File: src/rtl/skip_adder_accumulator_if.sv
// Operand and result streams of the skip-adder accumulator.
// master = producer/consumer side, slave = accumulator side.
interface skip_adder_accumulator_if #(
   parameter int WIDTH   = 32,
   parameter int COUNT_W = 8
);
   logic               in_valid;
   logic               in_ready;
   logic [WIDTH-1:0]   in_data;
   logic               in_last;
   logic               out_valid;
   logic               out_ready;
   logic [WIDTH-1:0]   out_sum;
   logic               out_cout;
   logic               out_overflow;
   logic [COUNT_W-1:0] out_count;

   modport master (
      output in_valid, in_data, in_last, out_ready,
      input  in_ready, out_valid, out_sum, out_cout, out_overflow, out_count
   );

   modport slave (
      input  in_valid, in_data, in_last, out_ready,
      output in_ready, out_valid, out_sum, out_cout, out_overflow, out_count
   );
endinterface

File: src/rtl/skip_adder_accumulator.sv
// Streaming signed packet accumulator built on a 4-bit-block carry-skip adder.
// Beats are summed one per cycle; the packet total and sticky carry/overflow
// flags are held on the output stream until the consumer takes them.

// One 4-bit ripple block with a skip path: when every bit propagates, the
// block carry-out is the carry-in and bypasses the ripple chain.
module csa_block (
   input  logic [3:0] a,
   input  logic [3:0] b,
   input  logic       cin,
   output logic [3:0] sum,
   output logic       cout
);
   logic [3:0] p;
   logic [3:0] g;
   logic       rip_cout;

   assign p = a ^ b;
   assign g = a & b;

   // ripple carry inside the block
   always_comb begin
      logic [4:0] rc;
      rc    = '0;
      sum   = '0;
      rc[0] = cin;
      for (int i = 0; i < 4; i++) begin
         sum[i]  = p[i] ^ rc[i];
         rc[i+1] = g[i] | (p[i] & rc[i]);
      end
      rip_cout = rc[4];
   end

   assign cout = (&p) ? cin : rip_cout;
endmodule

// N-bit carry-skip adder; N must be a multiple of 4.
module CarrySkipAdder #(
   parameter int N = 32
) (
   input  logic [N-1:0] A,
   input  logic [N-1:0] B,
   input  logic         Cin,
   output logic [N-1:0] Sum,
   output logic         Cout,
   output logic         Overflow
);
   localparam int NB = N / 4;

   logic [NB:0] c;

   assign c[0] = Cin;

   generate
      for (genvar k = 0; k < NB; k++) begin : g_blk
         csa_block u_blk (
            .a    (A[4*k +: 4]),
            .b    (B[4*k +: 4]),
            .cin  (c[k]),
            .sum  (Sum[4*k +: 4]),
            .cout (c[k+1])
         );
      end
   endgenerate

   assign Cout     = c[NB];
   // signed overflow: operands agree in sign, result does not
   assign Overflow = (A[N-1] == B[N-1]) & (Sum[N-1] != A[N-1]);
endmodule

module skip_adder_accumulator #(
   parameter int WIDTH   = 32,
   parameter int COUNT_W = 8
) (
   input  logic                    clk,
   input  logic                    rst,
   skip_adder_accumulator_if.slave bus
);
   localparam logic [0:0] ACCUM = 1'b0;
   localparam logic [0:0] HOLD  = 1'b1;

   logic [0:0]         state;
   logic [WIDTH-1:0]   acc;
   logic [COUNT_W-1:0] cnt;
   logic               c_st;
   logic               v_st;

   logic [WIDTH-1:0]   out_sum_r;
   logic [COUNT_W-1:0] out_count_r;
   logic               out_cout_r;
   logic               out_ovf_r;

   logic [WIDTH-1:0]   sum;
   logic               add_cout;
   logic               add_ovf;
   logic [COUNT_W-1:0] cnt_inc;
   logic               beat;
   logic               xfer;

   CarrySkipAdder #(.N(WIDTH)) u_add (
      .A        (acc),
      .B        (bus.in_data),
      .Cin      (1'b0),
      .Sum      (sum),
      .Cout     (add_cout),
      .Overflow (add_ovf)
   );

   assign bus.in_ready     = (state == ACCUM);
   assign bus.out_valid    = (state == HOLD);
   assign bus.out_sum      = out_sum_r;
   assign bus.out_count    = out_count_r;
   assign bus.out_cout     = out_cout_r;
   assign bus.out_overflow = out_ovf_r;

   assign beat    = bus.in_valid & bus.in_ready;
   assign xfer    = bus.out_valid & bus.out_ready;
   // beat count sticks at all-ones; accumulation carries on regardless
   assign cnt_inc = (&cnt) ? cnt : cnt + 1'b1;

   // accumulate beats, latch the packet result on the last beat, release on transfer
   always_ff @(posedge clk or posedge rst) begin
      if (rst) begin
         state       <= ACCUM;
         acc         <= '0;
         cnt         <= '0;
         c_st        <= 1'b0;
         v_st        <= 1'b0;
         out_sum_r   <= '0;
         out_count_r <= '0;
         out_cout_r  <= 1'b0;
         out_ovf_r   <= 1'b0;
      end else begin
         case (state)
            ACCUM: begin
               if (beat) begin
                  if (bus.in_last) begin
                     out_sum_r   <= sum;
                     out_count_r <= cnt_inc;
                     out_cout_r  <= c_st | add_cout;
                     out_ovf_r   <= v_st | add_ovf;
                     acc         <= '0;
                     cnt         <= '0;
                     c_st        <= 1'b0;
                     v_st        <= 1'b0;
                     state       <= HOLD;
                  end else begin
                     acc  <= sum;
                     cnt  <= cnt_inc;
                     c_st <= c_st | add_cout;
                     v_st <= v_st | add_ovf;
                  end
               end
            end
            default: begin
               // outputs keep their values after transfer; only out_valid drops
               if (xfer) state <= ACCUM;
            end
         endcase
      end
   end
endmodule

File: src/flat_wrapper.sv
// flat-port wrapper written by rule: the top's interface ports become plain ports
module skip_adder_accumulator_flat 
#(
   parameter int WIDTH   = 32,
   parameter int COUNT_W = 8
)
  (clk, rst, bus_in_valid, bus_in_data, bus_in_last, bus_out_ready, bus_in_ready, bus_out_valid, bus_out_sum, bus_out_cout, bus_out_overflow, bus_out_count);
  skip_adder_accumulator_if #(.WIDTH(WIDTH), .COUNT_W(COUNT_W)) bus_i ();
  input  logic clk;
  input  logic rst;
  input wire logic [$bits(bus_i.in_valid)-1:0] bus_in_valid;
  input wire logic [$bits(bus_i.in_data)-1:0] bus_in_data;
  input wire logic [$bits(bus_i.in_last)-1:0] bus_in_last;
  input wire logic [$bits(bus_i.out_ready)-1:0] bus_out_ready;
  output wire logic [$bits(bus_i.in_ready)-1:0] bus_in_ready;
  output wire logic [$bits(bus_i.out_valid)-1:0] bus_out_valid;
  output wire logic [$bits(bus_i.out_sum)-1:0] bus_out_sum;
  output wire logic [$bits(bus_i.out_cout)-1:0] bus_out_cout;
  output wire logic [$bits(bus_i.out_overflow)-1:0] bus_out_overflow;
  output wire logic [$bits(bus_i.out_count)-1:0] bus_out_count;
  assign bus_i.in_valid = bus_in_valid;
  assign bus_i.in_data = bus_in_data;
  assign bus_i.in_last = bus_in_last;
  assign bus_i.out_ready = bus_out_ready;
  assign bus_in_ready = bus_i.in_ready;
  assign bus_out_valid = bus_i.out_valid;
  assign bus_out_sum = bus_i.out_sum;
  assign bus_out_cout = bus_i.out_cout;
  assign bus_out_overflow = bus_i.out_overflow;
  assign bus_out_count = bus_i.out_count;
  skip_adder_accumulator #(.WIDTH(WIDTH), .COUNT_W(COUNT_W)) u_core (.clk(clk), .rst(rst), .bus(bus_i));
endmodule
File: config.mk
export PLATFORM = sky130hd
export DESIGN_NAME = skip_adder_accumulator_flat
export DESIGN_NICKNAME = d
export VERILOG_FILES = /design/src/rtl/skip_adder_accumulator_if.sv /design/src/rtl/skip_adder_accumulator.sv /design/src/flat_wrapper.sv
export SDC_FILE = /design/constraint.sdc
export NUM_CORES = 1
export LEC_CHECK = 0
export BUFFER_PORTS_ARGS = -buffer_cell sky130_fd_sc_hd__buf_2
export CAP_MARGIN = 20
export CORE_MARGIN = 2
export CORE_UTILIZATION = 57
export DETAILED_ROUTE_END_ITERATION = 16
export PLACE_DENSITY = 0.86
export SETUP_SLACK_MARGIN = 0.05
export SYNTH_ARGS = -nofsm -noshare
export SYNTH_HDL_FRONTEND = slang
export SYNTH_HIERARCHICAL = 1
export SYNTH_SLANG_ARGS = --single-unit
File: constraint.sdc
create_clock -name clk -period 13.37 [get_ports clk]
set_clock_uncertainty 0.05 [all_clocks]
set_input_delay 2.674 -clock clk [delete_from_list [all_inputs] [get_ports clk]]
set_output_delay 2.674 -clock clk [all_outputs]
set_load 0.005 [all_outputs]
# Word-level counts from Yosys, hierarchy flattened
# Index checks and enable logic that the tools add are counted.
dict set report classes {
  addsub 1
  n_eq_ne 2
  mux 17
  bitwise_logic 115
  reduce_logical 11
}
# op count
set op_table {}
lappend op_table {{$and 1x1->1} 34}
lappend op_table {{$or 1x1->1} 33}
lappend op_table {{$and 4x4->4} 8}
lappend op_table {{$mux 32} 1}
lappend op_table {{$reduce_and 4->1} 8}
lappend op_table {{$xor 4x4->4} 8}
lappend op_table {{$xor 1x1->1} 31}
lappend op_table {{$mux 8} 2}
lappend op_table {{$mux 1} 14}
lappend op_table {{$add 8x1->8 const B} 1}
lappend op_table {{$reduce_and 8->1} 1}
lappend op_table {{$reduce_and 3->1} 1}
lappend op_table {{$reduce_and 2->1} 1}
lappend op_table {{$eq 1x1->1} 1}
lappend op_table {{$ne 1x1->1} 1}
lappend op_table {{$not 1->1} 1}
dict set report word_totals {
  regBits 85
  wordCells 155
}

# Depth between registers and ports, before layout
# Gate-level depths: netlist (run 1).
dict set report depth {
  depth_word 73
  ltp_mapped 68
}

# Modules after synthesis
# Netlist (run 1), hierarchy kept.
# module instances cells_each area_per_inst_um2 seq_area_each_um2
set by_module_without_submodules {}
lappend by_module_without_submodules {skip_adder_accumulator 1 386 3606.0 2127.0}
lappend by_module_without_submodules {csa_block 8 19 180.2 0.0}
lappend by_module_without_submodules {CarrySkipAdder 1 3 22.5 0.0}

# Worst setup path after synthesis (run 1)
# Ideal clock, no wire load.
dict set report synth_path {
  path_kind {in2reg}
  start {input bus_in_data[0]}
  end {register u_core.out_ovf_r (netlist: u_core/bus.out_overflow)}
  arrival_ns 13.567
  required_ns 13.200
  path_slack_ns -0.367
  cell_stages 68
  n_path_buf 0
  path_cell_list {inv_1 > fa_1 > inv_1 > fa_1 > fa_1 > inv_1 > fa_1 > mux2i_1 > inv_1 > fa_1 > inv_1 > fa_1 > fa_1 > inv_1 > fa_1 > mux2i_1 > inv_1 > fa_1 > (+32 left out) > inv_1 > fa_1 > fa_1 > inv_1 > fa_1 > mux2i_1 > inv_1 > fa_1 > inv_1 > fa_1 > fa_1 > inv_1 > fa_1 > inv_1 > nand2b_1 > o22ai_2 > o21ai_0 > nand2_1}
}
dict set report synth_between {
  elab_chain_len 72
  elab_cells_between_ends 74
  cone_classes {eq/ne (1); mux (7); bitwise (65); reduce/logical (1)}
}
# item line
set synth_rtl {}
lappend synth_rtl {{start, declared} flat_wrapper.sv:12} ;# input wire logic [$bits(bus_i.in_data)-1:0] bus_in_data;
lappend synth_rtl {{$and 4x4->4} skip_adder_accumulator.sv:19} ;# assign g = a & b;
lappend synth_rtl {{$and 1x1->1} skip_adder_accumulator.sv:29} ;# rc[i+1] = g[i] | (p[i] & rc[i]);
lappend synth_rtl {{$or 1x1->1} skip_adder_accumulator.sv:29}
lappend synth_rtl {{$and 1x1->1} skip_adder_accumulator.sv:29}
lappend synth_rtl {{$or 1x1->1} skip_adder_accumulator.sv:29}
lappend synth_rtl {{$and 1x1->1} skip_adder_accumulator.sv:29}
lappend synth_rtl {{$or 1x1->1} skip_adder_accumulator.sv:29}
lappend synth_rtl {{$mux 1 *} skip_adder_accumulator.sv:34} ;# assign cout = (&p) ? cin : rip_cout;
lappend synth_rtl {{named net u_core.u_add.c[1]} skip_adder_accumulator.sv:50} ;# logic [NB:0] c;
lappend synth_rtl {{(+9 left out)} n/a}
lappend synth_rtl {{named net u_core.u_add.c[2]} skip_adder_accumulator.sv:50}
lappend synth_rtl {{(+9 left out)} n/a}
lappend synth_rtl {{named net u_core.u_add.c[3]} skip_adder_accumulator.sv:50}
lappend synth_rtl {{(+9 left out)} n/a}
lappend synth_rtl {{named net u_core.u_add.c[4]} skip_adder_accumulator.sv:50}
lappend synth_rtl {{(+9 left out)} n/a}
lappend synth_rtl {{named net u_core.u_add.c[5]} skip_adder_accumulator.sv:50}
lappend synth_rtl {{(+9 left out)} n/a}
lappend synth_rtl {{named net u_core.u_add.c[6]} skip_adder_accumulator.sv:50}
lappend synth_rtl {{(+9 left out)} n/a}
lappend synth_rtl {{named net u_core.u_add.c[7]} skip_adder_accumulator.sv:50}
lappend synth_rtl {{(+4 left out)} n/a}
lappend synth_rtl {{$and 1x1->1 *} skip_adder_accumulator.sv:29}
lappend synth_rtl {{$or 1x1->1 *} skip_adder_accumulator.sv:29}
lappend synth_rtl {{$xor 1x1->1 *} skip_adder_accumulator.sv:28} ;# sum[i] = p[i] ^ rc[i];
lappend synth_rtl {{named net u_core.sum[31]} skip_adder_accumulator.sv:93} ;# logic [WIDTH-1:0] sum;
lappend synth_rtl {{$ne 1x1->1 *} skip_adder_accumulator.sv:68} ;# assign Overflow = (A[N-1] == B[N-1]) & (Sum[N-1] != A[N-1]);
lappend synth_rtl {{$and 1x1->1 *} skip_adder_accumulator.sv:68}
lappend synth_rtl {{named net u_core.add_ovf} skip_adder_accumulator.sv:95} ;# logic add_ovf;
lappend synth_rtl {{$or 1x1->1 *} skip_adder_accumulator.sv:141} ;# out_ovf_r <= v_st | add_ovf;
lappend synth_rtl {{end signal, assigned} skip_adder_accumulator.sv:141}
lappend synth_rtl {{end, declared} skip_adder_accumulator.sv:91} ;# logic out_ovf_r;
# The timed path passes the listed nets; every way through them passes the cells marked *.
# A chain may end at the register's enable or synchronous reset.

# Worst setup path in the final report (run 1)
# Same ends and word-level chain as after synthesis.

==> impl_metrics.tcl, run 1 <==
set metrics [dict create \
    critPathLaunchType "input port" \
    rsz0062_at_grt "yes" \
    tritoncts "yes" \
    synthArstFlopShare_pct 100.0 \
    synth.area.top_cells "dfrtp_1 (42%), nand2_1 (13%), fa_1 (13%), ha_1 (8.1%), inv_1 (5.5%)" \
    synth_ff_type "dfrtp_1" \
    via_count 3880 \
    critPathKind "input port to register" \
    portBuffers 80 \
    gp_congestion 0.8848 \
    diodes 0 \
    wl_met1_mm 4.683 \
    final_common_cell "nand2_1" \
    synth_seq_cells 85 \
    ys_warn_count 6 \
    ys_types 42 \
    syn_inst 541 \
    totalWireLength_mm 11.34 \
    worstPathArrival_ns 14.35 \
    yosysTopAreaCell "dfrtp_1" \
    fin_nets 731 \
    htreeDepth 3 \
    numCtsBuffers 9 \
    slowest_delay_ns 0.49 \
    synth_edf_count 0 \
    crit_required_ns 13.56 \
    antenna_found_initial 0 \
    holdWs_ns 0.4217 \
    worstSkewPairLatency_ns 0.35 \
    ys_seq_area_share_pct 41.95 \
    grt.total_usage_pct 24.46 \
    wl_met3_um 448 \
    top_layer "met4" \
    path_common_cell "fa_2" \
    die_h_um 98.31 \
    finalHoldViolCount 0 \
    grt_pass1_vias 4141 \
    dp_hpwl_mm 7.573 \
    powerDensity_nw_per_um2 202.1 \
    peakVddDrop_mv 0.09024 \
    routed_via_density 5.229 \
    dr.first_iter.drc_count 195 \
    violations "negative setup slack" \
    grt_pass1_wl_mm 19.20 \
    cts_max_path_buffers 2 \
    die_x_um 98.31 \
    setup_viol 8 \
    clk_pin_slew_worst_paths_ns 0.09 \
    p_leak_nw 3.263 \
    wl_met2_mm 5.906 \
    cpMaxStageDelayCell "fa_1" \
    dr.pass1.iters 4 \
    synthesis.nets 643 \
    final_cell_mix "nand2_1 (176), dfrtp_1 (85), buf_2 (79)" \
    io_pins 81 \
    initial_utilization_pct 58.42 \
    relSlewSlack_pct 41.89 \
    finalCritPeriodShare_pct 105.9 \
    slew_violations 0 \
    netlist_area_um2 5070 \
    worst_slew_pin_slew_ns 0.8686 \
    grt_overflow 0 \
    rows 34 \
    netlist.area_leader.share_pct 41.95 \
    syn_area_per_cell_um2 9.371 \
    drcViolationCount 0 \
    worstSetupEndpointType "register" \
    cts-root-buf "clkbuf_8" \
    status "finished, violations left" \
    layout_setup_ws_ns -0.7894 \
    timing.fmax_mhz 70.62 \
    min_period_ns 14.16 \
    cts.sinks 85 \
    grt_max_degree 86 \
    antenna_left 0 \
    fp.coreArea_um2 8678 \
    cap_violations 0 \
    hp-class "register to register" \
    wl_per_cell_um 15.29 \
    preCtsSetupSlack_ns -1.070 \
    drive_above_1_share_pct 30.28 \
    syn_to_final_growth_pct 19.20 \
    die_area_um2 9665 \
    crit_fanout 3 \
]
==> registers in the layout, summed over array words and instances (netlist names) <==
name                     flops
u_core/acc                  32
u_core/bus.out_sum          32
u_core/bus.out_count         8
u_core/cnt                   8
u_core/bus.out_cout          1
u_core/bus.out_overflow      1
u_core/bus.out_valid         1
u_core/c_st                  1
u_core/v_st                  1
==> through the flow <==
stage | power, mW | setup TNS, ns | std cells | instance area [um^2] | utilization [%]
floorplan | 0.7563 | -0.2878 | 541 | 5147 | -
global placement | 0.9007 | -3.622 | 716 | 5663 | 65.25
finish | 1.221 | -4.653 | 742 | 6043 | 69.64
CTS | 1.208 | -3.661 | 738 | 5974 | 68.84
global route | 1.322 | -9.612 | 742 | 6043 | 69.64
detailed placement | 0.9468 | -7.216 | 716 | 5663 | 65.25
==> worst max-delay path: cells and delay by family <==
kind | cells | cell delay (ns)
compound gates | 2 | 0.23
mux | 7 | 1.06
buf+inv | 26 | 1.60
fa+ha+maj | 32 | 8.62
simple gates | 2 | 0.15
==> per-layer routing <==
metal	track usage (%)	vias to the layer above
li1	-	1830
met1	30.85	1907
met2	42.28	113
met3	3.579	30
met4	10.33	0
met5	0	-
==> cell families after synthesis <==
logic type / count (synthesis) / share of synthesized area [%]
multiplexers: 10 / 1.999
other: 1 / 0.07397
XOR/XNOR: 2 / 0.3456
AND/OR/NAND/NOR: 245 / 22.46
flip-flops: 85 / 41.95
buffers and inverters: 99 / 7.873
adder cells (fa/ha/maj): 65 / 20.78
AO/OA/AOI/OAI: 34 / 4.516
==> report_power, final <==
part	internal, mW	switching, mW
sequential	0.358	0.0835
clock	0.125	0.0986
combinational	0.258	0.298
total	0.741	0.480
==> layout make-up <==
cell class,count,area (um^2)
flip-flops and latches,85,2127
fillers,671,2635
inverters,74,281.5
well taps,108,135.1
repair buffers,102,599.3
multi-input cells,357,2654
clock inverters,7,122.6
clock buffers,9,123.9
==> cells in the mapped netlist (all sizes together) (2+ instances only) <==
library cell and instances:
fa 32, clkbuf 8, nand2 178, ha 33, a21oi 8, o31ai 4
inv 74, nand4 10, a31oi 4, buf 17, nand3 3, nor2b 2
dfrtp 85, o21ai 11, and3 4, nor3 2, o21a 2, nor2 11
nand3b 32, mux2i 9
==> repair_timing <==
item | CTS | global route
gates resized for setup | 15 | 6
hold buffers | 0 | 0
pin swaps | 4 | 5
setup endpoints to repair | 10 | 12
hold endpoints to repair | 0 | 0
setup buffers | 6 | 3
==> final timing paths <==
kind                                                        to  cells after the start                               start  slack (ns)
setup / recovery           u_core/bus.out_overflow$_DFFE_PP0P_                     69                      bus_in_data[0]       -0.79
hold / removal              u_core/bus.out_sum[21]$_DFFE_PP0P_                      2  u_core/bus.out_sum[21]$_DFFE_PP0P_        0.42
setup reg to reg           u_core/bus.out_overflow$_DFFE_PP0P_                     68           u_core/acc[0]$_DFFE_PP0P_        1.10
min in group asynchronous   u_core/bus.out_sum[20]$_DFFE_PP0P_                      3                                 rst        2.36
max in group asynchronous    u_core/bus.out_sum[9]$_DFFE_PP0P_                      4                                 rst       10.29
hold reg to reg             u_core/bus.out_sum[21]$_DFFE_PP0P_                      2  u_core/bus.out_sum[21]$_DFFE_PP0P_        0.42
Power figures use the tool's default switching activity.
==> run 2, diff against run 1 <==
- CORE_MARGIN: 2 -> 5
- SETUP_SLACK_MARGIN: 0.05 -> 0.4
==> run 2 against run 1 <==
The flow still finishes with violations (negative setup slack). Wire length is 5.0% higher. Die area is 13% higher. Worst hold slack better by 0.0017 ns. Critical path depth is 4 higher. Combinational power is 12% higher. Non-clock buffer count is 26 higher. Utilization is 1.4 points higher. Global-route usage is 1.6 points lower. Worst setup slack better by 0.0056 ns. Maximum frequency hardly changed. Cell count is 3.6% higher. Critical endpoint is now u_core/v_st$_DFFE_PP0P_. Largest cell class unchanged. Largest power group unchanged.
==> impl_metrics.tcl, run 2 (same netlist as run 1, synthesis figures left out) <==
set metrics [dict create \
    drcViolationCount 0 \
    dr.first_iter.drc_count 131 \
    die_area_um2 10880 \
    htreeDepth 3 \
    cts.sinks 85 \
    grt.total_usage_pct 22.91 \
    power.internal_uw 745.4 \
    worstPathArrival_ns 14.33 \
    top_layer "met4" \
    pwr-share-seq_pct 35.7 \
    worstSkewPairLatency_ns 0.34 \
    rsz0062_at_grt "yes" \
    path_delay_family "adder cells" \
    drive_above_1_share_pct 32.58 \
    p_clk_share_pct 13.7 \
    crit_fanout 4 \
    grt_max_degree 86 \
    wl_met2_mm 6.256 \
    clk_pin_slew_worst_paths_ns 0.08 \
    violations "negative setup slack" \
    tritoncts "yes" \
    grt_pass1_wl_mm 20.52 \
    final_util_pct 71.06 \
    die_x_um 104.3 \
    slew_violations 0 \
    cts-root-buf "clkbuf_8" \
    fin_nets 757 \
    setup_viol 10 \
    antenna_found_initial 1 \
    numCtsBuffers 9 \
    syn_to_final_growth_pct 21.64 \
    rows 34 \
    crit_required_ns 13.54 \
    antenna_left 0 \
    cts_max_path_buffers 2 \
    hp-class "register to register" \
    slowest_delay_ns 0.50 \
    final_common_cell "nand2_1" \
    fp.coreArea_um2 8678 \
    worstSetupEndpointType "register" \
    cpMaxStageDelayCell "fa_1" \
    totalWireLength_mm 11.91 \
    place_area_um2 5670 \
    fin_total_pwr_mw 1.235 \
    combPwrFrac_pct 50.5 \
    critPathLaunchType "input port" \
    portBuffers 80 \
    io_pins 81 \
    grt_pass1_vias 4351 \
    finalHoldViolCount 0 \
    worst_slew_pin_slew_ns 0.9187 \
    switching_share_pct 39.64 \
    routed_via_density 5.127 \
    layout_setup_ws_ns -0.7838 \
    cap_violations 0 \
    dr.pass1.iters 4 \
    grt_overflow 0 \
    dp_hpwl_mm 7.694 \
    timing.fmax_mhz 70.65 \
    via_count 3943 \
    path_common_cell "fa_2" \
    gp_congestion 0.8335 \
    min_period_ns 14.15 \
    wl_met1_mm 4.922 \
    wl_met3_um 478 \
    initial_utilization_pct 58.42 \
    status "finished, violations left" \
    powerDensity_nw_per_um2 200.3 \
    finalCritPeriodShare_pct 105.9 \
    critPathBufInv 34 \
    peakVddDrop_mv 0.1023 \
    p_leak_nw 3.353 \
    postCtsHoldBufs 0 \
    wl_per_cell_um 15.49 \
    relSlewSlack_pct 38.53 \
    final_cell_mix "nand2_1 (174), dfrtp_1 (85), buf_2 (79)" \
    final_area_um2 6167 \
    critPathKind "input port to register" \
    p_switching_uw 489.6 \
    die_h_um 104.3 \
]
## run 2: worst register-to-register path, delay by kind of cell (launching register included)
| family | cells | cell delay (ns) |
|---|---|---|
| AOI/OAI and AO/OA | 2 | 0.21 |
| adders and majority gates | 28 | 7.60 |
| buffers and inverters | 33 | 2.74 |
| DFF | 1 | 0.40 |
| muxes | 7 | 0.98 |
| and+or+nand+nor | 2 | 0.13 |
## run 2: final cells by class
type                    instances  area (um^2)
inverters                      74        286.5
fillers                       645         2511
well taps                     108        135.1
repair buffers                128        794.5
flip-flops and latches         85         2127
diodes                          1        2.502
clock inverters                 3        20.02
clock buffers                  13        158.9
multi-input cells             357         2643
## run 2: worst paths after layout
path                            cells after the start  slack, ns                                from                            endpoint
worst max-delay path                               73      -0.78                      bus_in_data[0]             u_core/v_st$_DFFE_PP0P_
worst min-delay path                                2       0.42  u_core/bus.out_sum[25]$_DFFE_PP0P_  u_core/bus.out_sum[25]$_DFFE_PP0P_
worst max register to register                     72       1.13           u_core/acc[0]$_DFFE_PP0P_             u_core/v_st$_DFFE_PP0P_
worst min register to register                      2       0.42  u_core/bus.out_sum[25]$_DFFE_PP0P_  u_core/bus.out_sum[25]$_DFFE_PP0P_
max in group asynchronous                           4      10.32                                 rst           u_core/acc[4]$_DFFE_PP0P_
min in group asynchronous                           3       2.33                                 rst  u_core/bus.out_sum[19]$_DFFE_PP0P_
## run 2: per-layer routing
metal,vias to the layer above,global-route usage (%)
met1,1914,28.59
met5,-,0
met4,0,9.158
met3,24,3.414
met2,112,39.77
li1,1893,-
## run 2: what timing repair did
action / 4_1_cts / 5_1_grt
gates resized for setup: 6 / 4
setup buffers: 31 / 4
pin swaps: 6 / 3
endpoints found under the setup margin: 12 / 13
## run 2: power by group through the flow
stage / Combinational (mW) / Clock [mW] / Sequential [mW]
final: 0.624 / 0.170 / 0.441
after global routing: 0.709 / 0.186 / 0.457
after CTS: 0.589 / 0.174 / 0.441
after detailed placement: 0.506 / 0 / 0.445
after global placement: 0.468 / 0 / 0.437
after floorplan: 0.325 / 0 / 0.436
## run 2: metrics by stage
stage | hold WS (ns) | worst slack [ns] | TNS, ns | cells
global placement | 0.4012 | -0.6988 | -3.583 | 716
floorplan | 0.4056 | -0.1452 | -0.2868 | 541
global route | 0.4506 | -1.294 | -10.21 | 769
detailed placement | 0.4069 | -1.053 | -7.063 | 716
finish | 0.4234 | -0.7838 | -4.687 | 769
CTS | 0.4281 | -0.6397 | -3.326 | 763
==> run 3, diff against run 2 <==
- CORE_UTILIZATION: 57 -> 52
- PLACE_DENSITY: 0.86 -> 0.83
- clock period: 13.37 -> 11.4 ns (I/O delays scaled with it)
==> run 3 against run 2 <==
The run still ends with negative setup slack left. Die area grew 8.7%. Cell count grew 1.4%. Wire length decreased by 3.9%. Combinational power grew 12%. Largest cell class unchanged. Global-route usage fell by 2.5 points. Worst setup slack worse by 1.6 ns. Power grew 17%. Cell area decreased by 0.71%.
==> impl_metrics.tcl, run 3 (same netlist as run 1, synthesis figures left out) <==
set metrics [dict create \
    status "finished, violations left" \
    violations "negative setup slack" \
    fp.coreArea_um2 9639 \
    die_h_um 108.7 \
    initial_utilization_pct 52.60 \
    p_switching_uw 560.1 \
    worst_slew_pin_slew_ns 0.9387 \
    via_count 3954 \
    min_period_ns 13.83 \
    power.internal_uw 884.6 \
    peakVddDrop_mv 0.1228 \
    antenna_left 0 \
    grt_pass1_vias 4110 \
    syn_to_final_growth_pct 20.78 \
    cap_violations 0 \
    p_leak_nw 3.310 \
    hp-class "register to register" \
    critPathKind "input port to register" \
    layout_setup_ws_ns -2.426 \
    cts_max_path_buffers 2 \
    numCtsBuffers 9 \
    worstSetupEndpointType "register" \
    crit_fanout 4 \
    slowest_delay_ns 0.50 \
    grt_max_degree 86 \
    final_cell_mix "nand2_1 (177), dfrtp_1 (85), buf_2 (79)" \
    cts-root-buf "clkbuf_8" \
    grt_overflow 0 \
    combPwrFrac_pct 48.3 \
    finalHoldViolCount 0 \
    routed_via_density 5.069 \
    finalCritPeriodShare_pct 121.3 \
    final_common_cell "nand2_1" \
    crit_required_ns 11.54 \
    worstPathArrival_ns 13.97 \
    cpMaxStageDelayCell "fa_1" \
    io_pins 81 \
    die_area_um2 11820 \
    timing.fmax_mhz 72.33 \
    postCtsHoldBufs 0 \
    holdWs_ns 0.4196 \
    tritoncts "yes" \
    cts.sinks 85 \
    dr.pass1.iters 4 \
    rsz0062_at_grt "yes" \
    dp_hpwl_mm 7.572 \
    drive_above_1_share_pct 31.11 \
    htreeDepth 3 \
    grt_pass1_wl_mm 19.13 \
    critPathLaunchType "input port" \
    dr.first_iter.drc_count 142 \
    clk_pin_slew_worst_paths_ns 0.08 \
    totalWireLength_mm 11.45 \
    drcViolationCount 0 \
    grt.total_usage_pct 20.43 \
    antenna_found_initial 1 \
    wl_per_cell_um 14.67 \
    relSlewSlack_pct 37.20 \
    p_clk_share_pct 16.0 \
    rows 36 \
    powerDensity_nw_per_um2 235.9 \
    fin_nets 743 \
    setup_viol 18 \
    worstSkewPairLatency_ns 0.35 \
    fill_cells 794 \
    pwr-share-seq_pct 35.6 \
    slew_violations 0 \
    switching_share_pct 38.77 \
    path_common_cell "fa_2" \
    die_x_um 108.7 \
    fin_setup_tns_ns -26.06 \
    portBuffers 80 \
    gp_congestion 0.8725 \
]
-- run 3: changes by cell type in the layout (fill, tap and decap cells not counted), moves of 3 or more --
cell,before,now
buf_4,46,30
inv_1,54,51
inv_2,18,21
nand2_1,174,177
nand2_2,4,1
-- run 3: critical path, delay by kind of cell --
kind,cells,cell delay (ns)
compound gates,2,0.22
buf+inv,34,2.77
mux,7,1.01
simple gates,2,0.15
fa+ha+maj,28,7.51
-- run 3: metrics by stage --
step	cell area, um^2	instances	setup WS (ns)	power [mW]	util, %
after floorplan	5155	541	-1.721	0.8963	-
after global placement	5710	742	-2.325	1.069	59.24
after detailed placement	5710	742	-2.793	1.117	59.24
after CTS	6060	775	-2.305	1.419	62.86
after global routing	6123	780	-3.026	1.571	63.53
final	6123	780	-2.426	1.445	63.53
-- run 3: per-layer routing --
metal	track usage (%)	vias to the layer above	wire length, um
li1	-	1867	-
met1	25.21	1948	4778
met2	36.41	106	5938
met3	2.368	33	432
met4	8.386	0	295
met5	0	-	0
-- run 3: area by class of cell --
type                            instances  area (um^2)  area share [%]
Inverter                               74        286.5           4.679
Timing Repair Buffer                  114        696.9           11.38
Tap cell                              133        166.4           2.718
Sequential cell                        85         2127           34.74
Multi-Input combinational cell        357         2636           43.05
Clock buffer                           12        135.1           2.207
Antenna cell                            1        2.502         0.04087
Clock inverter                          4        72.57           1.185
-- run 3: power groups by stage --
stage               clock network [mW]  registers (mW)  logic, mW
CTS                              0.237           0.515      0.668
floorplan                            0           0.511      0.385
detailed placement                   0           0.518      0.599
global route                     0.249           0.532      0.789
finish                           0.232           0.515      0.698
global placement                     0           0.512      0.557
-- run 3: worst paths after layout --
check | from | to | slack (ns) | depth (start not counted)
min | u_core/bus.out_sum[25]$_DFFE_PP0P_ | u_core/bus.out_sum[25]$_DFFE_PP0P_ | 0.42 | 2
max in group asynchronous | rst | u_core/bus.out_sum[1]$_DFFE_PP0P_ | 8.82 | 4
min reg2reg | u_core/bus.out_sum[25]$_DFFE_PP0P_ | u_core/bus.out_sum[25]$_DFFE_PP0P_ | 0.42 | 2
min in group asynchronous | rst | u_core/bus.out_sum[18]$_DFFE_PP0P_ | 1.86 | 3
max | bus_in_data[0] | u_core/v_st$_DFFE_PP0P_ | -2.43 | 73
max reg2reg | u_core/acc[0]$_DFFE_PP0P_ | u_core/v_st$_DFFE_PP0P_ | -0.86 | 72
-- run 3: what timing repair did --
| item | in CTS | in global routing |
|---|---|---|
| pin swaps | 9 | 8 |
| buffers inserted | 17 | 3 |
| setup endpoints to repair | 20 | 22 |
| gates resized for setup | 6 | 4 |
